**src/rtl/ecg_result_display_pkg.sv**
```systemverilog
// Shared types and constants for the ECG result display.
// Pages, FSM states and double-dabble helpers.
package ecg_display_pkg;

  typedef enum logic [2:0] {
    S_IDLE,
    S_LIVE_WAIT,
    S_CONVERT,
    S_SHOW,
    S_CAPTURE
  } state_t;

  localparam logic [2:0] PAGE_LIVE  = 3'd0;
  localparam logic [2:0] PAGE_AVG   = 3'd1;
  localparam logic [2:0] PAGE_COUNT = 3'd2;
  localparam logic [2:0] PAGE_CLEAN = 3'd3;
  localparam logic [2:0] PAGE_LOW   = 3'd4;
  localparam logic [2:0] PAGE_HIGH  = 3'd5;
  localparam logic [2:0] PAGE_BLANK = 3'd7;

  localparam int BCD_W = 4;

  function automatic logic [2:0] next_page(
    input logic [2:0] p
  );
    return (p == PAGE_HIGH) ? PAGE_AVG : p + 3'd1;
  endfunction

  function automatic logic [BCD_W-1:0] dabble(
    input logic [BCD_W-1:0] n
  );
    return (n >= BCD_W'(5)) ? n + BCD_W'(3) : n;
  endfunction

endpackage

```
**src/rtl/ecg_result_display_if.sv**
```systemverilog
// Bundle between the heart-rate converter/control side and the display.
// master drives measurement data, slave drives the panel outputs.
interface ecg_result_display_if;
  import ecg_display_pkg::*;

  logic                  measuring;
  logic                  done;
  logic [7:0]            heart_beat_val_live;
  logic [7:0]            heart_rate_avg;
  logic [7:0]            heart_beats_count;
  logic [7:0]            heart_beats_without_violations;
  logic [7:0]            min_heart_beats_threshold_violations;
  logic [7:0]            max_heart_beats_threshold_violations;
  logic [2:0]            page_id;
  logic [BCD_W-1:0]      digit_hundreds;
  logic [BCD_W-1:0]      digit_tens;
  logic [BCD_W-1:0]      digit_ones;
  logic                  digits_valid;
  logic                  alarm;

  modport master (
    output measuring, done,
    output heart_beat_val_live, heart_rate_avg,
    output heart_beats_count,
    output heart_beats_without_violations,
    output min_heart_beats_threshold_violations,
    output max_heart_beats_threshold_violations,
    input  page_id, digit_hundreds, digit_tens,
    input  digit_ones, digits_valid, alarm
  );

  modport slave (
    input  measuring, done,
    input  heart_beat_val_live, heart_rate_avg,
    input  heart_beats_count,
    input  heart_beats_without_violations,
    input  min_heart_beats_threshold_violations,
    input  max_heart_beats_threshold_violations,
    output page_id, digit_hundreds, digit_tens,
    output digit_ones, digits_valid, alarm
  );

endinterface

```
**src/rtl/ecg_result_display_bin_to_bcd8.sv**
```systemverilog
// Sequential double-dabble: 8-bit binary to three BCD nibbles.
// Load on start, 8 shift cycles, then a 1-cycle ready pulse.
module bin_to_bcd8
  import ecg_display_pkg::*;
(
  input  logic             clk,
  input  logic             reset,
  input  logic             start,
  input  logic [7:0]       bin,
  output logic             busy,
  output logic             ready,
  output logic [BCD_W-1:0] bcd_hundreds,
  output logic [BCD_W-1:0] bcd_tens,
  output logic [BCD_W-1:0] bcd_ones
);

  localparam int W = 3 * BCD_W;

  logic [7:0]   r_sh;
  logic [W-1:0] r_bcd;
  logic [2:0]   r_cnt;
  logic         r_busy;
  logic         r_ready;
  logic [W-1:0] w_adj;

  always_comb begin
    w_adj = {
      dabble(r_bcd[3*BCD_W-1:2*BCD_W]),
      dabble(r_bcd[2*BCD_W-1:BCD_W]),
      dabble(r_bcd[BCD_W-1:0])
    };
  end

  // start wins over a conversion in flight
  always_ff @(posedge clk) begin
    if (reset) begin
      r_sh    <= '0;
      r_bcd   <= '0;
      r_cnt   <= '0;
      r_busy  <= 1'b0;
      r_ready <= 1'b0;
    end else begin
      r_ready <= 1'b0;
      if (start) begin
        r_sh   <= bin;
        r_bcd  <= '0;
        r_cnt  <= '0;
        r_busy <= 1'b1;
      end else if (r_busy) begin
        {r_bcd, r_sh} <= {w_adj[W-2:0], r_sh, 1'b0};
        r_cnt <= r_cnt + 3'd1;
        if (r_cnt == 3'd7) begin
          r_busy  <= 1'b0;
          r_ready <= 1'b1;
        end
      end
    end
  end

  assign busy         = r_busy;
  assign ready        = r_ready;
  assign bcd_hundreds = r_bcd[3*BCD_W-1:2*BCD_W];
  assign bcd_tens     = r_bcd[2*BCD_W-1:BCD_W];
  assign bcd_ones     = r_bcd[BCD_W-1:0];

endmodule

```
**src/rtl/ecg_result_display.sv**
```systemverilog
// Front-panel formatter: live BPM refresh, then paged summary.
// Values are shown as 3 BCD digits via bin_to_bcd8.
module ecg_result_display
  import ecg_display_pkg::*;
#(
  parameter int PAGE_CYCLES = 50_000_000
) (
  input logic                 clk,
  input logic                 reset,
  ecg_result_display_if.slave bus
);

  localparam int CW =
    (PAGE_CYCLES > 1) ? $clog2(PAGE_CYCLES) : 1;
  localparam logic [CW-1:0] HOLD_MAX =
    CW'(PAGE_CYCLES - 1);

  state_t           r_state;
  state_t           w_next;
  logic             r_done_d;
  logic [CW-1:0]    r_hold;
  logic             r_summary;
  logic [2:0]       r_target;
  logic [2:0]       r_page;
  logic [BCD_W-1:0] r_hun;
  logic [BCD_W-1:0] r_ten;
  logic [BCD_W-1:0] r_one;
  logic             r_valid;
  logic             r_alarm;
  logic [7:0]       r_avg;
  logic [7:0]       r_cnt;
  logic [7:0]       r_clean;
  logic [7:0]       r_low;
  logic [7:0]       r_high;

  logic             w_clr;
  logic             w_rise;
  logic             w_expire;
  logic             w_done_conv;
  logic [2:0]       w_page_nxt;
  logic [7:0]       w_snap_val;
  logic             w_start;
  logic             w_capture;
  logic             w_load;
  logic             w_hold_inc;
  logic             w_preload;
  logic [7:0]       w_bin;
  logic [2:0]       w_start_page;
  logic             w_busy;
  logic             w_ready;
  logic [BCD_W-1:0] w_hun;
  logic [BCD_W-1:0] w_ten;
  logic [BCD_W-1:0] w_one;

  assign w_clr       = reset | ~bus.measuring;
  assign w_rise      = bus.done & ~r_done_d;
  assign w_expire    = (r_hold == HOLD_MAX);
  assign w_done_conv = w_ready & ~w_busy;
  assign w_page_nxt  = next_page(r_page);

  always_comb begin
    case (w_page_nxt)
      PAGE_COUNT: w_snap_val = r_cnt;
      PAGE_CLEAN: w_snap_val = r_clean;
      PAGE_LOW:   w_snap_val = r_low;
      PAGE_HIGH:  w_snap_val = r_high;
      default:    w_snap_val = r_avg;
    endcase
  end

  always_ff @(posedge clk) begin
    if (reset) r_state <= S_IDLE;
    else       r_state <= w_next;
  end

  // done edge preempts any hold expiry or live conversion
  always_comb begin
    w_next = r_state;
    unique case (r_state)
      S_IDLE:
        w_next = S_LIVE_WAIT;
      S_LIVE_WAIT:
        if (w_rise)        w_next = S_CAPTURE;
        else if (w_expire) w_next = S_CONVERT;
      S_CONVERT:
        if (w_rise)           w_next = S_CAPTURE;
        else if (w_done_conv)
          w_next = r_summary ? S_SHOW : S_LIVE_WAIT;
      S_SHOW:
        if (w_rise)        w_next = S_CAPTURE;
        else if (w_expire) w_next = S_CONVERT;
      S_CAPTURE:
        w_next = S_CONVERT;
      default:
        w_next = S_IDLE;
    endcase
    if (!bus.measuring) w_next = S_IDLE;
  end

  always_comb begin
    w_start      = 1'b0;
    w_capture    = 1'b0;
    w_load       = 1'b0;
    w_hold_inc   = 1'b0;
    w_preload    = 1'b0;
    w_bin        = '0;
    w_start_page = r_target;
    if (bus.measuring) begin
      unique case (r_state)
        S_IDLE:
          w_preload = 1'b1;
        S_LIVE_WAIT:
          if (!w_rise) begin
            w_hold_inc   = ~w_expire;
            w_start      = w_expire;
            w_bin        = bus.heart_beat_val_live;
            w_start_page = PAGE_LIVE;
          end
        S_CONVERT:
          w_load = ~w_rise & w_done_conv;
        S_SHOW:
          if (!w_rise) begin
            w_hold_inc   = ~w_expire;
            w_start      = w_expire;
            w_bin        = w_snap_val;
            w_start_page = w_page_nxt;
          end
        S_CAPTURE: begin
          w_capture    = 1'b1;
          w_start      = 1'b1;
          w_bin        = bus.heart_rate_avg;
          w_start_page = PAGE_AVG;
        end
        default: ;
      endcase
    end
  end

  always_ff @(posedge clk) begin
    if (reset) r_done_d <= 1'b0;
    else       r_done_d <= bus.done;
  end

  always_ff @(posedge clk) begin
    if (w_clr) begin
      r_hold    <= '0;
      r_summary <= 1'b0;
      r_target  <= PAGE_LIVE;
      r_page    <= PAGE_BLANK;
      r_hun     <= '0;
      r_ten     <= '0;
      r_one     <= '0;
      r_valid   <= 1'b0;
      r_alarm   <= 1'b0;
      r_avg     <= '0;
      r_cnt     <= '0;
      r_clean   <= '0;
      r_low     <= '0;
      r_high    <= '0;
    end else begin
      if (w_preload)       r_hold <= HOLD_MAX;
      else if (w_load)     r_hold <= '0;
      else if (w_hold_inc) r_hold <= r_hold + CW'(1);
      if (w_start) r_target <= w_start_page;
      if (w_capture) begin
        r_avg     <= bus.heart_rate_avg;
        r_cnt     <= bus.heart_beats_count;
        r_clean   <= bus.heart_beats_without_violations;
        r_low     <= bus.min_heart_beats_threshold_violations;
        r_high    <= bus.max_heart_beats_threshold_violations;
        r_alarm   <= |bus.min_heart_beats_threshold_violations
                   | |bus.max_heart_beats_threshold_violations;
        r_summary <= 1'b1;
      end
      if (w_load) begin
        r_hun   <= w_hun;
        r_ten   <= w_ten;
        r_one   <= w_one;
        r_page  <= r_target;
        r_valid <= 1'b1;
      end
    end
  end

  bin_to_bcd8 u_bcd (
    .clk          (clk),
    .reset        (w_clr),
    .start        (w_start),
    .bin          (w_bin),
    .busy         (w_busy),
    .ready        (w_ready),
    .bcd_hundreds (w_hun),
    .bcd_tens     (w_ten),
    .bcd_ones     (w_one)
  );

  assign bus.page_id        = r_page;
  assign bus.digit_hundreds = r_hun;
  assign bus.digit_tens     = r_ten;
  assign bus.digit_ones     = r_one;
  assign bus.digits_valid   = r_valid;
  assign bus.alarm          = r_alarm;

endmodule
```
**src/flat_wrapper.sv**
```systemverilog
// flat-port wrapper written by rule: the top's interface ports become plain ports
module ecg_result_display_flat import ecg_display_pkg::*;
#(
  parameter int PAGE_CYCLES = 50_000_000
)
  (clk, reset, bus_measuring, bus_done, bus_heart_beat_val_live, bus_heart_rate_avg, bus_heart_beats_count, bus_heart_beats_without_violations, bus_min_heart_beats_threshold_violations, bus_max_heart_beats_threshold_violations, bus_page_id, bus_digit_hundreds, bus_digit_tens, bus_digit_ones, bus_digits_valid, bus_alarm);
  ecg_result_display_if bus_i ();
  input logic clk;
  input logic reset;
  input wire logic [$bits(bus_i.measuring)-1:0] bus_measuring;
  input wire logic [$bits(bus_i.done)-1:0] bus_done;
  input wire logic [$bits(bus_i.heart_beat_val_live)-1:0] bus_heart_beat_val_live;
  input wire logic [$bits(bus_i.heart_rate_avg)-1:0] bus_heart_rate_avg;
  input wire logic [$bits(bus_i.heart_beats_count)-1:0] bus_heart_beats_count;
  input wire logic [$bits(bus_i.heart_beats_without_violations)-1:0] bus_heart_beats_without_violations;
  input wire logic [$bits(bus_i.min_heart_beats_threshold_violations)-1:0] bus_min_heart_beats_threshold_violations;
  input wire logic [$bits(bus_i.max_heart_beats_threshold_violations)-1:0] bus_max_heart_beats_threshold_violations;
  output wire logic [$bits(bus_i.page_id)-1:0] bus_page_id;
  output wire logic [$bits(bus_i.digit_hundreds)-1:0] bus_digit_hundreds;
  output wire logic [$bits(bus_i.digit_tens)-1:0] bus_digit_tens;
  output wire logic [$bits(bus_i.digit_ones)-1:0] bus_digit_ones;
  output wire logic [$bits(bus_i.digits_valid)-1:0] bus_digits_valid;
  output wire logic [$bits(bus_i.alarm)-1:0] bus_alarm;
  assign bus_i.measuring = bus_measuring;
  assign bus_i.done = bus_done;
  assign bus_i.heart_beat_val_live = bus_heart_beat_val_live;
  assign bus_i.heart_rate_avg = bus_heart_rate_avg;
  assign bus_i.heart_beats_count = bus_heart_beats_count;
  assign bus_i.heart_beats_without_violations = bus_heart_beats_without_violations;
  assign bus_i.min_heart_beats_threshold_violations = bus_min_heart_beats_threshold_violations;
  assign bus_i.max_heart_beats_threshold_violations = bus_max_heart_beats_threshold_violations;
  assign bus_page_id = bus_i.page_id;
  assign bus_digit_hundreds = bus_i.digit_hundreds;
  assign bus_digit_tens = bus_i.digit_tens;
  assign bus_digit_ones = bus_i.digit_ones;
  assign bus_digits_valid = bus_i.digits_valid;
  assign bus_alarm = bus_i.alarm;
  ecg_result_display #(.PAGE_CYCLES(PAGE_CYCLES)) u_core (.clk(clk), .reset(reset), .bus(bus_i));
endmodule
```
**config.mk**
```make
export PLATFORM = sky130hd
export DESIGN_NAME = ecg_result_display_flat
export DESIGN_NICKNAME = d
export VERILOG_FILES = /design/src/rtl/ecg_result_display_pkg.sv /design/src/rtl/ecg_result_display_if.sv /design/src/rtl/ecg_result_display_bin_to_bcd8.sv /design/src/rtl/ecg_result_display.sv /design/src/flat_wrapper.sv
export SDC_FILE = /design/constraint.sdc
export NUM_CORES = 1
export LEC_CHECK = 0
export ABC_CLOCK_PERIOD_IN_PS = 6900
export BUFFER_PORTS_ARGS = -buffer_cell sky130_fd_sc_hd__buf_4
export CORE_UTILIZATION = 62
export DETAILED_ROUTE_END_ITERATION = 10
export GPL_ROUTABILITY_DRIVEN = 0
export GPL_TIMING_DRIVEN = 0
export PLACE_DENSITY_LB_ADDON = 0.12
export RECOVER_POWER = 100
export SYNTH_ARGS = -nofsm -noshare
export SYNTH_HDL_FRONTEND = slang
export SYNTH_SLANG_ARGS = --single-unit
```
**constraint.sdc**
```tcl
create_clock -name clk -period 6.9 [get_ports clk]
set_input_delay 1.035 -clock clk [delete_from_list [all_inputs] [get_ports clk]]
set_output_delay 1.035 -clock clk [all_outputs]
set_load 0.1 [all_outputs]
```
* Word-level counts from Yosys, hierarchy flattened *
Cells that the tools add are included.

word-level totals
  logic and storage cells = 108
  register bits after elaboration = 116
  bits of input ports = 52
  output and inout port bits = 17

cells by class
  bitwise gates (word level) = 10
  equal/unequal tests = 15
  reduce and logical (&&, ||, !) cells = 13
  add/subtract/negate cells = 6
  magnitude comparators = 3
  muxes and demuxes = 39

operators with widths
  cell                   number
  $mux 26                3
  $mux 8                 5
  $pmux 8 s4             1
  $add 26x1->26 const B  1
  $eq 26x26->1 const B   1
  $mux 3                 8
  $pmux 8 s3             1
  $reduce_or 8->1        2
  $eq 3x3->1 const B     5
  $mux 1                 15
  $eq 3x2->1 const B     4
  $ge 4x3->1 const B     3
  $pmux 3 s4             1
  $pmux 3 s3             1
  $add 4x2->4 const B    2
  $mux 4                 2
  $add 3x1->3 const B    2
  $ne 3x1->1 const B     2
  $reduce_bool 3->1      2
  $reduce_or 2->1        3
  $reduce_or 3->1        2
  $not 1->1              5
  $reduce_and 5->1       1
  $ne 2x2->1 const B     2
  other kinds (9)        12

* Longest topological paths before layout *
Gate-level depths: netlist (run 1).

  depth after elaboration = 8
  depth in mapped cells = 9
  gate-level depth less buffers = 8

* Hierarchy *
From an unflattened synthesis (run 1), not the netlist that was laid out.

unflattened totals
  cells, all modules = 721
  area total of the unflattened synthesis = 5844.4 um^2

by module, submodules not included
  module              sequential area each (um^2)  area an instance (um^2)  times used  cells an instance
  ecg_result_display  1821.7                       4473.0                   1           570
  bin_to_bcd8         500.5                        1371.3                   1           151

* Least setup slack after synthesis (run 1) *
Ideal clock, no wire load.

  kind = input -> register
  from = input bus_done
  to = register u_core.r_one[3], in the netlist u_core.bus.digit_ones[3]
  arrival = 2.621 ns
  library setup time = 0.070 ns
  data required time = 6.830 ns
  stages on the path = 8
  buffers on the path = 3
  setup slack = 4.208 ns
  path through = nor2b_1 > clkbuf_1 > nor4_1 > and2_1 > clkbuf_1 > clkbuf_1 > nand2_1 > a21oi_1

on the way
  word-level cells in the longest chain between the ends = 5

RTL lines
  what                    line                       RTL
  start: declaration      flat_wrapper.sv:11         input wire logic [$bits(bus_i.done)-1:0] bus_done;
  $and 1x1->1             ecg_result_display.sv:56   assign w_rise = bus.done & ~r_done_d;
  $not 1->1               ecg_result_display.sv:120  w_load = ~w_rise & w_done_conv;
  $and 1x1->1             ecg_result_display.sv:120
  $mux 1                  ecg_result_display.sv:109  unique case (r_state)
  $mux 1                  ecg_result_display.sv:108  if (bus.measuring) begin
  end signal: assignment  ecg_result_display.sv:178  r_one <= w_one;
  end: declaration        ecg_result_display.sv:27   logic [BCD_W-1:0] r_one;

Every way passes these cells.
A chain may end at the register's enable or synchronous reset.

* Final worst setup path (run 1) *
  from = register u_core.r_hold[0]
  to = register u_core.u_bcd.r_sh[6]

on the way
  word-level cells in the longest chain between the ends = 5
  elaborated cells on any way between the ends = 6
  classes of those cells = 1 x eq/ne; 4 x mux; 1 x reduce/logical

RTL lines
  what                                         line                                                  RTL
  start: declaration                           ecg_result_display.sv:21                              logic [CW-1:0] r_hold;
  start signal: assignment                     ecg_result_display.sv:163                             else if (w_hold_inc) r_hold <= r_hold + CW'(1);
  $eq 26x26->1 (*)                             ecg_result_display.sv:57                              assign w_expire = (r_hold == HOLD_MAX);
  $mux 1 (*)                                   ecg_result_display.sv:113, ecg_result_display.sv:122
  $pmux 1 s2 (*)                               ecg_result_display.sv:109
  $mux 1 (*)                                   ecg_result_display.sv:108
  $mux 8 or $reduce_bool 2->1 (tied branches)  --
  end signal: assignment                       ecg_result_display_bin_to_bcd8.sv:45                  r_sh <= bin;
  end signal: assignment                       ecg_result_display_bin_to_bcd8.sv:50                  {r_bcd, r_sh} <= {w_adj[W-2:0], r_sh, 1'b0};
  end: declaration                             ecg_result_display_bin_to_bcd8.sv:19                  logic [7:0] r_sh;

Every way passes the cells marked *; elsewhere a longest branch is shown, timed or not.

==> results of run 1 <==
## per-layer routing
layer  GRT usage [%]  wire [µm]  up-vias
met5               0          0        -
met4            21.3        732        0
met3            8.61       1260       72
met2            57.8       7090      308
met1            41.8       6010     2514
li1                -          -     2581
## metrics by stage
step                      hold slack [ns]  setup slack (ns)  std cells  instance area (µm²)
after detailed placement            0.445              3.50        855                 6050
after floorplan                     0.432              4.21        682                 5410
final                               0.450              3.82        886                 6490
after CTS                           0.452              3.97        886                 6600
after global placement              0.439              3.59        855                 6050
after global routing                0.469              3.69        886                 6490
## layout make-up
type,count,area [µm²],area share [%]
timing repair buffer,68,439,6.76
buffer,42,158,2.43
clock inverter,10,108,1.66
clock buffer,21,449,6.92
multi-input combinational,514,2850,43.9
inverter,10,37.5,0.578
sequential,116,2320,35.8
tap,105,131,2.02
## report_power, final
part	leakage, nW	internal (W)	switching (W)	total (W)
registers	0.938	0.000678	0.00000836	0.000686
logic	1.01	0.0000305	0.0000395	0.0000700
clock network	0.269	0.000526	0.000306	0.000832
total	2.22	0.00123	0.000354	0.00159
## logic make-up (layout without fill, tap and decap cells)
| group | Yosys count | in the layout | synth area share [%] |
|---|---|---|---|
| buf+inv | 52 | 151 | 3.77 |
| flops | 116 | 116 | 43.0 |
| xor+xnor | 21 | 21 | 3.40 |
| fa+ha+maj | 9 | 9 | 2.08 |
| compound gates | 163 | 163 | 18.0 |
| simple gates | 305 | 305 | 26.6 |
| mux | 16 | 16 | 3.19 |
## registers in the layout, indices dropped and copies added, names as in the netlist
register	cells
u_core.r_done_d	1
u_core.u_bcd.ready	1
u_core.u_bcd.r_bcd	12
u_core.bus.digits_valid	1
u_core.r_high	8
u_core.r_summary	1
u_core.bus.digit_tens	4
u_core.u_bcd.r_sh	8
u_core.bus.digit_ones	4
u_core.bus.page_id	3
u_core.bus.alarm	1
u_core.r_state	3
u_core.bus.digit_hundreds	4
u_core.u_bcd.r_cnt	3
u_core.r_cnt	8
u_core.r_hold	26
u_core.u_bcd.busy	1
u_core.r_target	3
u_core.r_low	8
u_core.r_avg	8
u_core.r_clean	8
## cell usage in the layout (no fill, tap or decap), types with 12 or more instances in the layout
master,count
nor2b_1,13
clkbuf_1,63
mux2i_1,15
a211oi_1,12
a21oi_1,81
buf_4,49
dfxtp_1,116
o21ai_0,25
nor2_1,47
nand3_1,30
nand2_1,143
clkbuf_16,16
## worst max-delay path: cells and delay by family (launching register included)
family	cells	cell delay, ns
adders and majority gates	1	0.21
and+or+nand+nor	3	1.27
AOI/OAI and AO/OA	3	0.77
DFF	1	0.40
buffers and inverters	1	0.35
## how the worst min path moves through the flow
stage,to,slack (ns)
5_1_grt,u_core.r_cnt[4],0.47
4_1_cts,u_core.r_target[2],0.45
3_5_place_dp,u_core.r_target[2],0.44
2_1_floorplan,u_core.r_target[2],0.43
6_report,u_core.bus.digit_tens[3],0.45
3_3_place_gp,u_core.r_target[1],0.44
==> flow_metrics.env, run 1 <==
export IMPL_cp_required_ns=7.33
export IMPL_worst_endpoint_arrival_ns=3.52
export IMPL_hold_viol_final=0
export IMPL_ant_nets=0
export IMPL_die_area_um2=9100
export IMPL_vias=5475
export IMPL_fin_crit_ns=3.08
export IMPL_cts_resized=0
export IMPL_synth_top_area_share_pct=43.0
export IMPL_fin_skew_ns=0.0115
export IMPL_die_h_um=95.4
export IMPL_cts_tree="done"
export IMPL_netlist_instances=682
export IMPL_synth_ff_type="dfxtp_1"
export IMPL_crit_start="u_core.r_hold[0]"
export IMPL_htree_levels=4
export IMPL_post_cts_repair_setup_buffers=0
export IMPL_timing_rr_end="u_core.u_bcd.r_sh[6]"
export IMPL_yosysUniqueCellTypes=48
export IMPL_initial_core_util_pct=64.8
export IMPL_worstRegToRegCells=8
export IMPL_finalCritPeriodShare_pct=44.7
export IMPL_grt_max_degree=17
export IMPL_cp_slowest_cell="nor4_1"
export IMPL_syn_avg_cell_area_um2=7.93
export IMPL_grt_use_total_pct=35.3
export IMPL_clock_root_buffer="clkbuf_8"
export IMPL_yosysTopAreaCell="dfxtp_1"
export IMPL_fillers=606
export IMPL_synth_edf_count=0
export IMPL_worstPathMaxFanout=10
export IMPL_numCtsBuffers=17
export IMPL_reg2reg_slack_ns=3.82
export IMPL_drive_above_1_share_pct=10.8
export IMPL_synth_most_common_cell="nand2_1"
export IMPL_cts_buffer_depth=2
export IMPL_drt_iter0_markers=489
export IMPL_first_pass_iters=7
export IMPL_r2r_start="u_core.r_hold[0]"
export IMPL_cts_sinks=116
export IMPL_ys_seq_area_share_pct=43.0
export IMPL_std_cell_rows=33
export IMPL_yosys_top_cells_count="nand2_1, dfxtp_1, a21oi_1, nor2_1, clkbuf_1"
export IMPL_hp_start="u_core.bus.digit_tens[3]"
export IMPL_crit_path_end_kind="register"
export IMPL_core_region_area_um2=8340
export IMPL_holdBufCountCts=0
export IMPL_syn_num_nets=743
export IMPL_vias_per_cell=6.18
export IMPL_fmax_ghz=0.324
export IMPL_cp_start_kind="register"
export IMPL_crit_end="u_core.u_bcd.r_sh[6]"
export IMPL_cap_viol_max_count=0
export IMPL_dp_hpwl_mm=10.2
export IMPL_fin_util_pct=77.9
export IMPL_path_common_cell="a211oi_1"
export IMPL_vdd_ir_drop_max_mv=0.154
export IMPL_global_route_overflow_total=0
export IMPL_critPathKind="reg -> reg"
export IMPL_cp_cell_sequence="ha_1 > and3_1 > nand2_1 > nor4_1 > a22o_1 > clkbuf_1 > a211oi_1 > a211oi_1"
export IMPL_async_reset_ff_share_pct=0
export IMPL_outcome="finished, final reports clean"
export IMPL_finalSetupViolations=0
export IMPL_antenna_found_initial=0
export IMPL_critPathMaxStageDelay_ns=1.00
export IMPL_ys_warn_count=0
export IMPL_clkSlewWorstSetupHoldPaths_ns=0.06
export IMPL_n_antenna_cell=0
export IMPL_fin_nets=830
export IMPL_io_buffers=68
export IMPL_synth_area_um2=5410
export IMPL_grt_pass1_vias=5200
export IMPL_drt_wirelength_per_cell_um=17.0
export IMPL_relSlewSlack_pct=20.8
export IMPL_drc=0
export IMPL_die_x_um=95.4
export IMPL_rsz0062_at_grt="false"
export IMPL_io_pins=69
export IMPL_synth_top_cells_by_area="dfxtp_1, nand2_1, a21oi_1, nor2_1, mux2i_1"
export IMPL_synth_seq_cells=116
export IMPL_wirelength_mm=15.1
export IMPL_slew_viol_final=0
export IMPL_tightest_slew_ns=1.18
export IMPL_p_leak_nw=2.22
export IMPL_whs_path_depth=2
export IMPL_grt_pass1_wl_mm=24.3
export IMPL_hp_class="reg -> reg"
export IMPL_tns_ns=0
export IMPL_p_per_area_nw_per_um2=245
export IMPL_area_growth_pct=20.2
export IMPL_power_w=0.00159
export IMPL_clock_latency_ns=0.53
No activity file was read; power rests on OpenSTA's default activity.
==> run 2: changes to the inputs <==
--- a/config.mk
+++ b/config.mk
@@ -5,9 +5,9 @@
 export SDC_FILE = /design/constraint.sdc
 export NUM_CORES = 1
 export LEC_CHECK = 0
-export ABC_CLOCK_PERIOD_IN_PS = 6900
+export ABC_CLOCK_PERIOD_IN_PS = 3100
 export BUFFER_PORTS_ARGS = -buffer_cell sky130_fd_sc_hd__buf_4
-export CORE_UTILIZATION = 62
+export CORE_UTILIZATION = 58
 export DETAILED_ROUTE_END_ITERATION = 10
 export GPL_ROUTABILITY_DRIVEN = 0
 export GPL_TIMING_DRIVEN = 0
==> constraint.sdc (replaced) <==
create_clock -name clk -period 3.1 [get_ports clk]
set_input_delay 0.465 -clock clk [delete_from_list [all_inputs] [get_ports clk]]
set_output_delay 0.465 -clock clk [all_outputs]
set_load 0.1 [all_outputs]
==> flow_metrics.env, run 2 (same netlist as run 1, synthesis figures left out) <==
export IMPL_outcome="finished, final reports clean"
export IMPL_grt_use_total_pct=32.2
export IMPL_cts_tree="done"
export IMPL_crit_buf_inv=1
export IMPL_cts_resized=0
export IMPL_antenna_found_initial=0
export IMPL_first_pass_iters=7
export IMPL_largest_reg_flops=26
export IMPL_drt_iter0_markers=390
export IMPL_vias=5421
export IMPL_cts_buffer_depth=2
export IMPL_fin_crit_ns=2.70
export IMPL_core_region_area_um2=8890
export IMPL_drive_above_1_share_pct=10.9
export IMPL_cts_sinks=116
export IMPL_dp_hpwl_mm=10.4
export IMPL_die_area_um2=9710
export IMPL_grt_pass1_vias=5198
export IMPL_final_cell_mix="nand2_1, dfxtp_1, a21oi_1, clkbuf_1, buf_4"
export IMPL_final_common_cell="nand2_1"
export IMPL_io_pins=69
export IMPL_clkSlewWorstSetupHoldPaths_ns=0.05
export IMPL_grt_pass1_wl_mm=24.8
export IMPL_vdd_ir_drop_max_mv=0.375
export IMPL_post_place_ws_ns=0.332
export IMPL_critPathMaxStageDelay_ns=0.62
export IMPL_io_buffers=68
export IMPL_critPathKind="reg -> reg"
export IMPL_finalSetupViolations=0
export IMPL_std_cell_rows=34
export IMPL_holdBufCountCts=0
export IMPL_clock_latency_ns=0.52
export IMPL_area_growth_pct=20.3
export IMPL_fin_nets=830
export IMPL_numCtsBuffers=17
export IMPL_cap_viol_max_count=0
export IMPL_hold_viol_final=0
export IMPL_fillers=714
export IMPL_htree_levels=4
export IMPL_crit_path_end_kind="register"
export IMPL_worstPathMaxFanout=10
export IMPL_p_leak_nw=2.22
export IMPL_tightest_slew_ns=1.17
export IMPL_finalCritPeriodShare_pct=87.0
export IMPL_power_w=0.00353
export IMPL_die_h_um=98.5
export IMPL_p_per_area_nw_per_um2=543
export IMPL_worst_endpoint_arrival_ns=3.13
export IMPL_die_x_um=98.5
export IMPL_drt_wirelength_per_cell_um=16.8
export IMPL_vias_per_cell=6.10
export IMPL_clock_root_buffer="clkbuf_8"
export IMPL_wirelength_mm=14.9
export IMPL_cp_required_ns=3.54
export IMPL_ant_nets=0
export IMPL_slew_viol_final=0
export IMPL_cp_start_kind="register"
export IMPL_relSlewSlack_pct=22.4
export IMPL_path_common_cell="a211oi_1"
export IMPL_tns_ns=0
export IMPL_post_cts_repair_setup_buffers=0
export IMPL_initial_core_util_pct=60.8
export IMPL_crit_family="simple AND/OR/NAND/NOR gates"
export IMPL_drc=0
export IMPL_top_register="u_core.r_hold"
export IMPL_cp_slowest_cell="nor4_2"
export IMPL_cp_cell_sequence="ha_1 > and3_1 > nand2_1 > nor4_2 > a22o_1 > clkbuf_1 > a211oi_1 > a211oi_1"
export IMPL_grt_max_degree=17
export IMPL_rsz0062_at_grt="false"
export IMPL_top_regs="u_core.r_hold (26), u_core.u_bcd.r_bcd (12)"
export IMPL_fin_skew_ns=0.00589
export IMPL_n_antenna_cell=0
export IMPL_global_route_overflow_total=0
export IMPL_hp_class="in -> reg"
export IMPL_worst_slack_ns=0.403
export IMPL_fmax_ghz=0.371
[run 2: power breakdown]
| part | switching (W) | internal (W) |
|---|---|---|
| Combinational | 0.0000876 | 0.0000681 |
| Sequential | 0.0000178 | 0.00151 |
| Clock | 0.000678 | 0.00117 |
[run 2: cell type report]
class	instances	area, µm²	share of cell area (%)
plain buffers	42	158	2.42
inverters	10	37.5	0.577
repair buffers	68	439	6.75
clock buffers	21	449	6.91
well taps	108	135	2.08
clock inverters	10	108	1.65
flip-flops and latches	116	2320	35.7
multi-input cells	514	2860	43.9
[run 2: metal layers]
layer  track usage, %  wire (µm)  up-vias  part of all wire, %
met5                0          0        -                    0
met4             15.3        473        0                  3.2
met3             6.10       1080       43                  7.3
met2             55.6       7220      258                   48
met1             38.7       6150     2548                   41
li1                 -          -     2572                    -
[run 2: path summary, 6_finish.rpt]
kind	from	end	slack [ns]	cells after the start
worst min register to register	u_core.bus.digit_hundreds[1]	u_core.bus.digit_hundreds[1]	0.45	2
worst max register to register	u_core.r_hold[0]	u_core.u_bcd.r_sh[6]	0.40	8
worst max-delay path	u_core.r_hold[0]	u_core.u_bcd.r_sh[6]	0.40	8
worst min-delay path	reset	u_core.r_done_d	0.13	2
[run 2: metrics by stage]
stage                     utilization (%)  cells  hold slack, ns  instance area, µm²
final                                73.2    889           0.130                6500
after CTS                            74.3    889           0.128                6610
after detailed placement             68.1    858           0.448                6050
after global routing                 73.2    889           0.138                6500
after global placement               68.1    858           0.442                6050
after floorplan                         -    682           0.432                5410
==> run 3: changes to the inputs <==
--- a/config.mk
+++ b/config.mk
@@ -5,7 +5,7 @@
 export SDC_FILE = /design/constraint.sdc
 export NUM_CORES = 1
 export LEC_CHECK = 0
-export ABC_CLOCK_PERIOD_IN_PS = 3100
+export ABC_CLOCK_PERIOD_IN_PS = 2600
 export BUFFER_PORTS_ARGS = -buffer_cell sky130_fd_sc_hd__buf_4
 export CORE_UTILIZATION = 58
 export DETAILED_ROUTE_END_ITERATION = 10
==> constraint.sdc (replaced) <==
create_clock -name clk -period 2.6 [get_ports clk]
set_input_delay 0.39 -clock clk [delete_from_list [all_inputs] [get_ports clk]]
set_output_delay 0.39 -clock clk [all_outputs]
set_load 0.1 [all_outputs]
==> flow_metrics.env, run 3 (same netlist as run 1, synthesis figures left out) <==
export IMPL_fin_crit_ns=2.43
export IMPL_drt_wirelength_per_cell_um=16.8
export IMPL_p_leak_nw=2.26
export IMPL_die_x_um=98.5
export IMPL_final_cell_mix="nand2_1, dfxtp_1, a21oi_1, clkbuf_1, buf_4"
export IMPL_n_antenna_cell=0
export IMPL_largest_reg_flops=26
export IMPL_fmax_ghz=0.411
export IMPL_dpl_instance_area_um2=6050
export IMPL_drt_iter0_markers=403
export IMPL_dp_hpwl_mm=10.4
export IMPL_post_place_ws_ns=-0.0928
export IMPL_worst_endpoint_arrival_ns=2.81
export IMPL_tns_ns=0
export IMPL_critPathKind="reg -> reg"
export IMPL_holdBufCountCts=0
export IMPL_crit_family="simple AND/OR/NAND/NOR gates"
export IMPL_initial_core_util_pct=60.8
export IMPL_finalCritPeriodShare_pct=93.6
export IMPL_fin_nets=829
export IMPL_global_route_overflow_total=0
export IMPL_clock_root_buffer="clkbuf_8"
export IMPL_relSlewSlack_pct=22.4
export IMPL_top_regs="u_core.r_hold (26), u_core.u_bcd.r_bcd (12)"
export IMPL_final_common_cell="nand2_1"
export IMPL_grt_pass1_vias=5198
export IMPL_hold_viol_final=0
export IMPL_rsz0062_at_grt="false"
export IMPL_vias=5430
export IMPL_fin_util_pct=73.6
export IMPL_grt_pass1_wl_mm=24.8
export IMPL_cp_start_kind="register"
export IMPL_cp_cell_sequence="ha_1 > and3_1 > clkbuf_1 > nand4_1 > o21a_1 > buf_6 > and2_1 > o21ai_0 > a31oi_1"
export IMPL_finalInstanceArea_um2=6540
export IMPL_vdd_ir_drop_max_mv=0.446
export IMPL_post_cts_repair_setup_buffers=0
export IMPL_std_cell_rows=34
export IMPL_core_region_area_um2=8890
export IMPL_wirelength_mm=14.9
export IMPL_cts_tree="done"
export IMPL_ant_nets=0
export IMPL_clock_latency_ns=0.52
export IMPL_cp_slowest_cell="clkbuf_1"
export IMPL_antenna_found_initial=0
export IMPL_cap_viol_max_count=0
export IMPL_outcome="finished, final reports clean"
export IMPL_die_h_um=98.5
export IMPL_tightest_slew_ns=1.17
export IMPL_worstPathMaxFanout=10
export IMPL_io_buffers=68
export IMPL_crit_path_end_kind="register"
export IMPL_clkSlewWorstSetupHoldPaths_ns=0.06
export IMPL_cts_sinks=116
export IMPL_cts_buffer_depth=2
export IMPL_crit_buf_inv=2
export IMPL_slew_viol_final=0
export IMPL_first_pass_iters=7
export IMPL_numCtsBuffers=17
export IMPL_drive_above_1_share_pct=11.5
export IMPL_cp_required_ns=2.98
export IMPL_grt_use_total_pct=32.2
export IMPL_hp_class="in -> reg"
export IMPL_p_per_area_nw_per_um2=643
export IMPL_worst_slack_ns=0.167
export IMPL_top_register="u_core.r_hold"
export IMPL_fin_skew_ns=0.00660
export IMPL_grt_max_degree=17
export IMPL_finalSetupViolations=0
export IMPL_drc=0
export IMPL_area_growth_pct=21.0
export IMPL_die_area_um2=9710
export IMPL_vias_per_cell=6.11
export IMPL_critPathMaxStageDelay_ns=0.41
export IMPL_io_pins=69
export IMPL_htree_levels=4
## run 3: cell count changes in the layout (fill, tap and decap cells not counted)
cell and change:
nor4b_2 +1, o21ai_0 +1, o21ai_1 -1, nor4b_1 -1, nor4_4 +1, nor2_8 +1
and2_1 +1, and2_0 -1, clkbuf_1 -5, nor4_2 -1, buf_6 +1, nor2_1 -1
clkbuf_2 +2, buf_1 +1
## run 3: repair_timing
item,4_1_cts,5_1_grt
hold endpoints to repair,0,0
gates resized for setup,0,2
endpoints found under the setup margin,0,22
## run 3: cell type report
class,count,area (µm²)
well taps,108,135
clock inverters,10,108
multi-input cells,514,2890
flip-flops and latches,116,2320
inverters,10,37.5
repair buffers,68,439
clock buffers,21,449
plain buffers,41,164
fillers,706,2350
## run 3: worst register-to-register path: stages, from the launching register on
cell and delay (ns):
dfxtp_1 0.39, ha_1 0.21, and3_1 0.20, clkbuf_1 0.41, nand4_1 0.26, o21a_1 0.28
buf_6 0.16, and2_1 0.14, o21ai_0 0.14, a31oi_1 0.11
## run 3: final timing paths
| check | startpoint | to | slack, ns | cells past startpoint |
|---|---|---|---|---|
| worst max-delay path | u_core.r_hold[0] | u_core.r_hold[15] | 0.17 | 9 |
| worst min-delay path | reset | u_core.r_done_d | 0.06 | 2 |
| worst max register to register | u_core.r_hold[0] | u_core.r_hold[15] | 0.17 | 9 |
| worst min register to register | u_core.bus.digit_hundreds[1] | u_core.bus.digit_hundreds[1] | 0.45 | 2 |
## run 3: power by group
| part | total (W) | internal (W) | switching, W |
|---|---|---|---|
| combinational | 0.000187 | 0.0000824 | 0.000104 |
| sequential | 0.00182 | 0.00180 | 0.0000213 |
| clock | 0.00220 | 0.00140 | 0.000801 |
## run 3: layer usage
layer,wire length [µm],track usage [%],up-vias
met3,1180,6.10,37
met1,5970,38.7,2544
li1,-,-,2579
met5,0,0,-
met2,7270,55.6,270
met4,458,15.3,0
## run 3: through the flow
| step | power [W] | hold slack [ns] | instances |
|---|---|---|---|
| final | 0.00420 | 0.0571 | 888 |
| after global routing | 0.00431 | 0.0632 | 888 |
| after CTS | 0.00421 | 0.0533 | 889 |
| after detailed placement | 0.00204 | 0.448 | 858 |
| after global placement | 0.00204 | 0.442 | 858 |
| after floorplan | 0.00194 | 0.432 | 682 |
